**src/rtl/trg_ack_sequencer.sv**
```systemverilog
// TRG/ACK four-phase handshake sequencer for the daughter-board channels.
// Define TRG_ACK_SYNC_EN to pass ACK_I through a 2-flop synchronizer.
module trg_ack_sequencer #(
   parameter int N_CH      = 12,
   parameter int TIMEOUT_W = 16
) (
   input  logic                 BOARD_CLOCK,
   input  logic                 RST_N,
   input  logic                 START_I,
   input  logic                 ABORT_I,
   input  logic [N_CH-1:0]      CH_MASK_I,
   input  logic [TIMEOUT_W-1:0] TIMEOUT_I,
   input  logic [N_CH-1:0]      ACK_I,
   output logic [N_CH-1:0]      TRG_O,
   output logic                 BUSY_O,
   output logic                 DONE_O,
   output logic [N_CH-1:0]      ACKED_O,
   output logic [N_CH-1:0]      TMO_O,
   output logic                 ERR_O
);

   typedef enum logic [2:0] {
      S_IDLE,
      S_CHECK,
      S_ASSERT,
      S_RELEASE,
      S_DONE
   } state_t;

   localparam logic [TIMEOUT_W-1:0] T_ONE = TIMEOUT_W'(1);

   state_t               state_q;
   logic [N_CH-1:0]      mask_q;
   logic [TIMEOUT_W-1:0] tmo_q;
   logic [N_CH-1:0]      pend_q;
   logic [TIMEOUT_W-1:0] timer_q;

   logic [N_CH-1:0]      ack_s;
   logic [N_CH-1:0]      ack_hit;
   logic [N_CH-1:0]      pend_rem;
   logic [TIMEOUT_W-1:0] timer_inc;
   logic                 expire;

`ifdef TRG_ACK_SYNC_EN
   logic [N_CH-1:0] ack_m;
   logic [N_CH-1:0] ack_r;

   always_ff @(posedge BOARD_CLOCK) begin
      if (!RST_N) begin
         ack_m <= '0;
         ack_r <= '0;
      end else begin
         ack_m <= ACK_I;
         ack_r <= ack_m;
      end
   end

   assign ack_s = ack_r & mask_q;
`else
   assign ack_s = ACK_I & mask_q;
`endif

   assign ack_hit   = pend_q & ack_s;
   assign pend_rem  = pend_q & ~ack_hit;
   // Saturating count; a zero limit never expires.
   assign timer_inc = (timer_q == '1) ? timer_q : timer_q + T_ONE;
   assign expire    = (tmo_q != '0) && (timer_inc >= tmo_q);

   always_ff @(posedge BOARD_CLOCK) begin
      if (!RST_N) begin
         state_q <= S_IDLE;
         mask_q  <= '0;
         tmo_q   <= '0;
         pend_q  <= '0;
         timer_q <= '0;
         TRG_O   <= '0;
         BUSY_O  <= 1'b0;
         DONE_O  <= 1'b0;
         ACKED_O <= '0;
         TMO_O   <= '0;
         ERR_O   <= 1'b0;
      end else begin
         DONE_O <= 1'b0;
         unique case (state_q)
            S_IDLE: begin
               if (START_I) begin
                  mask_q  <= CH_MASK_I;
                  tmo_q   <= TIMEOUT_I;
                  timer_q <= '0;
                  ACKED_O <= '0;
                  TMO_O   <= '0;
                  ERR_O   <= 1'b0;
                  BUSY_O  <= 1'b1;
                  if (CH_MASK_I == '0) begin
                     DONE_O  <= 1'b1;
                     state_q <= S_DONE;
                  end else begin
                     state_q <= S_CHECK;
                  end
               end
            end
            S_CHECK: begin
               // An ACK already high before TRG rises is stale.
               if (ABORT_I || (ack_s != '0)) begin
                  ERR_O   <= 1'b1;
                  DONE_O  <= 1'b1;
                  state_q <= S_DONE;
               end else begin
                  TRG_O   <= mask_q;
                  pend_q  <= mask_q;
                  timer_q <= '0;
                  state_q <= S_ASSERT;
               end
            end
            S_ASSERT: begin
               if (ABORT_I) begin
                  TRG_O   <= '0;
                  pend_q  <= '0;
                  TMO_O   <= TMO_O | pend_q;
                  ERR_O   <= 1'b1;
                  DONE_O  <= 1'b1;
                  state_q <= S_DONE;
               end else begin
                  ACKED_O <= ACKED_O | ack_hit;
                  timer_q <= timer_inc;
                  if (expire) begin
                     TMO_O  <= TMO_O | pend_rem;
                     TRG_O  <= '0;
                     pend_q <= '0;
                  end else begin
                     TRG_O  <= pend_rem;
                     pend_q <= pend_rem;
                  end
                  if (expire || (pend_rem == '0)) begin
                     timer_q <= '0;
                     state_q <= S_RELEASE;
                  end
               end
            end
            S_RELEASE: begin
               if (ABORT_I) begin
                  ERR_O   <= 1'b1;
                  DONE_O  <= 1'b1;
                  state_q <= S_DONE;
               end else if ((ack_s & ACKED_O) == '0) begin
                  DONE_O  <= 1'b1;
                  state_q <= S_DONE;
               end else begin
                  timer_q <= timer_inc;
                  if (expire) begin
                     ERR_O   <= 1'b1;
                     DONE_O  <= 1'b1;
                     state_q <= S_DONE;
                  end
               end
            end
            S_DONE: begin
               BUSY_O  <= 1'b0;
               state_q <= S_IDLE;
            end
            default: begin
               state_q <= S_IDLE;
            end
         endcase
      end
   end

endmodule

```
**config.mk**
```make
export PLATFORM = sky130hd
export DESIGN_NAME = trg_ack_sequencer
export DESIGN_NICKNAME = d
export VERILOG_FILES = /design/src/rtl/trg_ack_sequencer.sv
export SDC_FILE = /design/constraint.sdc
export NUM_CORES = 1
export LEC_CHECK = 0
export ABC_AREA = 0
export ABC_CLOCK_PERIOD_IN_PS = 9300
export CAP_MARGIN = 20
export CORE_MARGIN = 2
export CORE_UTILIZATION = 53
export CTS_BUF_LIST = sky130_fd_sc_hd__clkbuf_4
export DETAILED_ROUTE_END_ITERATION = 6
export PLACE_DENSITY = 0.81
export SYNTH_ARGS = -nofsm -noshare
export SYNTH_HDL_FRONTEND = slang
export SYNTH_SLANG_ARGS = --single-unit
```
**constraint.sdc**
```tcl
create_clock -name BOARD_CLOCK -period 9.3 [get_ports BOARD_CLOCK]
set_clock_uncertainty 0.15 [all_clocks]
set_input_delay 1.86 -clock BOARD_CLOCK [delete_from_list [all_inputs] [get_ports BOARD_CLOCK]]
set_output_delay 1.86 -clock BOARD_CLOCK [all_outputs]
set_load 0.02 [all_outputs]
```
==> flow_summary.yaml, run 1 <==
run_status:
  status: "finished, final reports clean"
clock_network:
  cts_buffer_depth: 2
  cts_buffers: 9
  cts_sinks: 86
  ctsHoldBuffers: 0
  htree_levels: 3
  cts_resized: 0
  clockRootBuffer: "clkbuf_4"
  clk_pin_slew_ns: 0.15
  cts_tree: "built"
  post_cts_buffers: 0
  clk_latency_ns: 0.45
timing:
  hold_violations: 0
  holdWs_ns: 0.332
  grt_setup_unrepaired: "false"
  slew_viol_final: 0
  tightest_slew_ns: 1.02
  setup_viol: 0
  final.period_utilization_pct: 51.4
  maxSlewHeadroom_pct: 31.8
  fmax_ghz: 0.209
  period_needed_ns: 4.78
  fin_tns_setup_ns: 0
global_routing:
  groute.usage.overall_pct: 26.7
  antenna_found_initial: 0
  grt_pass1_wl_mm: 20.7
  grt.busiest_layer: "met2"
  grt_overflow_total: 0
  met2_usage_pct: 41.3
  use_met1_pct: 38.7
  grt_max_degree: 36
  grt_pass1_vias: 4176
  use_met3_pct: 3.32
synthesis:
  postSynthAreaPerCell_sq_um: 8.32
  synth_cells: 550
  synth_fp_nets: 611
  synth_top_area_cell: "dfxtp_1"
  ys_ff_latch: 86
  netlist_area_sq_um: 4580
  synthTopCellsByArea: "dfxtp_1, nand2_1, ha_1"
  synth_edf_count: 0
  yosysSeqAreaShare_pct: 37.6
  synth_top_cell_area_share_pct: 37.6
  synthArstFlopShare_pct: 0
  synthFlopType: "dfxtp_1"
  synth.distinct_cells: 65
  synth_warnings: 0
pwr:
  power_frac_seq_pct: 53.2
  p_comb_share_pct: 19.2
  power_density_nw_per_um2: 136
  total_leakage_power_uw: 0.00195
  p_int_uw: 501
  switching_share_pct: 34.0
  power_uw: 759
  peakVddDrop_mv: 0.0833
  p_switching_uw: 258
  clockPowerShare_pct: 27.6
critical_path:
  worstPathRequired_ns: 9.55
  crit_type: "in -> reg"
  rr_endpoint: "TMO_O[4]"
  critPathMaxFanout: 35
  crit-reg2reg-launch: "timer_q[0]"
  arrival_ns: 5.03
  r2r_cells: 12
  critPathLaunchType: "input port"
  ff2ff_setup_slack_ns: 4.93
  cp-end-kind: "register"
cells_and_area:
  mostFrequentLayoutCells: "nand2_1, dfxtp_1, clkdlybuf4s50_1"
  syn_to_final_growth_pct: 21.5
  nNetsFinal: 678
  diodes: 0
  drive_above_1_share_pct: 6.75
  fin_util_pct: 67.0
  layout_commonest_cell: "nand2_1"
floorplan:
  rows: 33
  die_x_microns: 96.9
  start_util_pct: 55.1
  dieArea_sq_um: 9400
  core_area_sq_um: 8300
  ioPinCount: 83
  die_h_microns: 96.9
drt:
  ant_nets: 0
  route.final.wire_length_mm: 12.6
  drtIter0Drc: 304
  num_vias: 4425
  dr.pass1.iters: 5
  wl_per_cell_microns: 17.3
  avgViaCountPerCell: 6.09
  drc: 0
placed_design:
  hpwl_mm: 9.34
  io_buffers: 82
  place.gp.congestion: 0.912
hold_path:
  holdCritPathClass: "reg -> reg"
  hold_start: "TMO_O[8]"
  whs_path_depth: 1
  hold-path-endpoint: "TMO_O[8]"
flow_run:
  drv_cap: 0
-- routing by layer --
metal,share of wire [%],vias to the layer above
met3,6.5,21
met1,47,2062
met5,0,-
li1,-,2158
met2,44,184
met4,2.1,0
-- worst max-delay path, cell delays in order --
cell             delay (ns)
clkdlybuf4s50_1        0.77
clkinv_1               0.87
or4_1                  0.70
o22ai_1                0.22
a21o_1                 0.41
a32o_1                 0.19
-- state kept, by name, summed over array words and instances, names as in the netlist --
register  count
ACKED_O      12
BUSY_O        1
DONE_O        1
ERR_O         1
TMO_O        12
mask_q       12
pend_q       12
state_q       3
timer_q      16
tmo_q        16
-- kinds of logic (layout without fill, tap and decap cells) --
logic type / after synthesis / in the layout / synth area share [%]
AND/OR/NAND/NOR: 209 / 209 / 22.0
AO/OA/AOI/OAI: 161 / 161 / 25.7
flip-flops: 86 / 86 / 37.6
buffers and inverters: 53 / 125 / 4.87
adder cells (fa/ha/maj): 17 / 17 / 4.65
multiplexers: 14 / 14 / 3.12
XOR/XNOR: 10 / 10 / 2.08
-- area by class of cell --
type | instances | area [sq um]
Clock buffer | 9 | 67.6
Clock inverter | 7 | 63.8
Fill cell | 698 | 2740
Inverter | 22 | 82.6
Multi-Input combinational cell | 411 | 2630
Sequential cell | 86 | 1720
Tap cell | 105 | 131
Timing Repair Buffer | 87 | 863
-- how the worst max path moves through the flow --
stage               startpoint     endpoint  slack, ns
floorplan           timer_q[0]  timer_q[13]       5.57
detailed placement       RST_N   timer_q[5]       4.12
CTS                      RST_N   timer_q[2]       4.59
finish                   RST_N   timer_q[5]       4.52
global placement         RST_N  timer_q[11]       4.20
global route             RST_N  timer_q[14]       4.29
-- through the flow --
| stage | worst slack [ns] | instance area (sq um) | std cells |
|---|---|---|---|
| floorplan | 5.57 | 4580 | 550 |
| global placement | 4.20 | 5400 | 707 |
| detailed placement | 4.12 | 5410 | 709 |
| CTS | 4.59 | 5540 | 725 |
| global route | 4.29 | 5560 | 727 |
| finish | 4.52 | 5560 | 727 |
-- cells in the mapped netlist (6+ instances only) --
master and n:
nand2_1 95, dfxtp_1 86, a21oi_1 38, nor2_1 30, inv_1 20, clkbuf_1 19, nand3_1 19, o21ai_0 18
ha_1 17, a211oi_1 15, a32o_1 14, o21a_1 14, a41oi_1 12, and2_1 12, mux2i_1 12, nand4_1 10
nor4_1 10, nor3_1 8, a21bo_2 7, buf_2 7, o32ai_1 7, xnor2_1 6
-- power groups by stage --
stage / Clock (uW) / Sequential [uW] / Combinational, uW
after global routing: 228 / 406 / 160
after CTS: 211 / 403 / 143
final: 210 / 403 / 146
after floorplan: 0 / 406 / 94.1
after global placement: 0 / 410 / 138
after detailed placement: 0 / 411 / 142
(Power assumes the default switching activity.)
==> run 2: changes to the inputs <==
--- a/config.mk
+++ b/config.mk
@@ -6,7 +6,7 @@
 export NUM_CORES = 1
 export LEC_CHECK = 0
 export ABC_AREA = 0
-export ABC_CLOCK_PERIOD_IN_PS = 9300
+export ABC_CLOCK_PERIOD_IN_PS = 4400
 export CAP_MARGIN = 20
 export CORE_MARGIN = 2
 export CORE_UTILIZATION = 53
==> constraint.sdc (replaced) <==
create_clock -name BOARD_CLOCK -period 4.4 [get_ports BOARD_CLOCK]
set_clock_uncertainty 0.15 [all_clocks]
set_input_delay 0.88 -clock BOARD_CLOCK [delete_from_list [all_inputs] [get_ports BOARD_CLOCK]]
set_output_delay 0.88 -clock BOARD_CLOCK [all_outputs]
set_load 0.02 [all_outputs]
==> flow_summary.yaml, run 2 (synthesis gave the netlist of run 1 again) <==
timing:
  maxSlewHeadroom_pct: 41.3
  fmax_ghz: 0.230
  tightest_slew_ns: 0.877
  setup_viol: 0
  grt_setup_unrepaired: "true"
  slew_viol_final: 0
  hold_violations: 0
  period_needed_ns: 4.34
  final.period_utilization_pct: 98.6
cells_and_area:
  drive_above_1_share_pct: 7.51
  diodes: 0
  top_regs: "timer_q (16), tmo_q (16)"
  syn_to_final_growth_pct: 22.5
  multi_input_area_sq_um: 2640
  finalInstanceArea_sq_um: 5610
  seq_area_sq_um: 1720
  mostFrequentLayoutCells: "nand2_1, dfxtp_1, clkdlybuf4s50_1"
  layout_commonest_cell: "nand2_1"
  nNetsFinal: 682
  fillers: 715
critical_path:
  critPathLaunchType: "register"
  critPathMaxFanout: 9
  arrival_ns: 4.52
  r2r_cells: 13
  worstPathRequired_ns: 4.58
  crit_type: "reg -> reg"
  cpMaxStageDelayCell: "o32ai_1"
  cpPeakStageDelay_ns: 0.53
  cp-end-kind: "register"
  crit_chain: "ha_1, nand2_1, or3_1, or2_1, and3_4, xor2_2, ha_1, nand2_1, a2111o_1, o32ai_1, o21ai_1, buf_4, a32o_1"
drt:
  ant_nets: 0
  wl_per_cell_microns: 17.8
  dr.pass1.iters: 5
  drtIter0Drc: 352
  num_vias: 4493
  avgViaCountPerCell: 6.15
  route.final.wire_length_mm: 13.0
  drc: 0
pwr:
  clockPowerShare_pct: 28.7
  p_comb_share_pct: 19.4
  total_leakage_power_uw: 0.00198
  switching_share_pct: 32.4
  p_switching_uw: 532
  power_density_nw_per_um2: 293
  power_frac_seq_pct: 51.8
  power_uw: 1650
  p_int_uw: 1110
  peakVddDrop_mv: 0.169
floorplan:
  core_area_sq_um: 8300
  rows: 33
  die_x_microns: 96.9
  dieArea_sq_um: 9400
  ioPinCount: 83
  start_util_pct: 55.1
  die_h_microns: 96.9
global_routing:
  grt_overflow_total: 0
  grt_pass1_vias: 4326
  antenna_found_initial: 0
  use_met3_pct: 5.13
  grt_pass1_wl_mm: 21.3
  grt_max_degree: 35
  grt.busiest_layer: "met2"
  groute.usage.overall_pct: 27.7
  use_met1_pct: 37.8
  met2_usage_pct: 43.1
clock_network:
  clk_pin_slew_ns: 0.14
  cts_tree: "built"
  cts_buffers: 9
  ctsHoldBuffers: 0
  cts_sinks: 86
  clockRootBuffer: "clkbuf_4"
  htree_levels: 3
  cts_buffer_depth: 2
  clk_latency_ns: 0.43
placed_design:
  io_buffers: 82
  place.gp.congestion: 0.926
  hpwl_mm: 9.68
  dpl_cell_area_sq_um: 5450
hold_path:
  whs_path_depth: 1
  holdCritPathClass: "reg -> reg"
flow_run:
  drv_cap: 0
run_status:
  status: "finished, final reports clean"
-- run 2: changes by cell type in the layout (fill, tap and decap cells not counted), sizes merged --
cell	previous run	this run
clkinvlp	2	3
inv	25	24
buf	5	9
bufinv	0	1
clkinv	2	1
-- run 2: critical path, delay by kind of cell, from the launching register on --
kind / cells / cell delay (ns)
DFF: 1 / 0.43
adders and majority gates: 2 / 0.47
buffers and inverters: 1 / 0.27
and+or+nand+nor: 5 / 1.24
xor gates and xnor gates: 1 / 0.15
AOI/OAI and AO/OA: 4 / 1.54
-- run 2: power by group through the flow --
stage	sequential, uW	combinational (uW)	clock, uW
after floorplan	858	199	0
after global placement	867	301	0
after detailed placement	869	311	0
after CTS	851	312	481
after global routing	858	351	512
final	853	320	473
-- run 2: metal layers --
| metal | up-vias | part of all wire, % |
|---|---|---|
| met1 | 2108 | 44 |
| met3 | 34 | 7.0 |
| met4 | 0 | 2.5 |
| li1 | 2170 | - |
| met2 | 181 | 47 |
| met5 | - | 0 |
-- run 2: path summary, 6_finish.rpt --
| path | from | slack [ns] | end |
|---|---|---|---|
| setup / recovery | timer_q[0] | 0.06 | timer_q[6] |
| hold / removal | TMO_O[9] | 0.33 | TMO_O[9] |
| setup reg to reg | timer_q[0] | 0.06 | timer_q[6] |
| hold reg to reg | TMO_O[9] | 0.33 | TMO_O[9] |
-- run 2: area by class of cell --
class | count | area share (%)
clock buffer | 9 | 1.21
clock inverter | 7 | 1.41
inverter | 22 | 1.47
multi-input combinational | 411 | 47.0
sequential | 86 | 30.7
tap | 105 | 2.34
timing repair buffer | 91 | 15.8
-- run 2: what timing repair did --
item	CTS	global route
buffers inserted	0	0
endpoints found under the setup margin	0	22
resized for setup	0	1
-- run 2: metrics by stage --
step / util [%] / setup TNS, ns / instances / worst slack, ns / hold slack [ns]
2_1_floorplan: - / 0 / 550 / 0.667 / 0.299
3_3_place_gp: 65.7 / 0 / 714 / 0.332 / 0.301
3_5_place_dp: 65.7 / 0 / 714 / 0.0644 / 0.304
4_1_cts: 67.4 / 0 / 730 / 0.0469 / 0.335
5_1_grt: 67.6 / -1.08 / 731 / -0.115 / 0.355
6_report: 67.6 / 0 / 731 / 0.0601 / 0.331
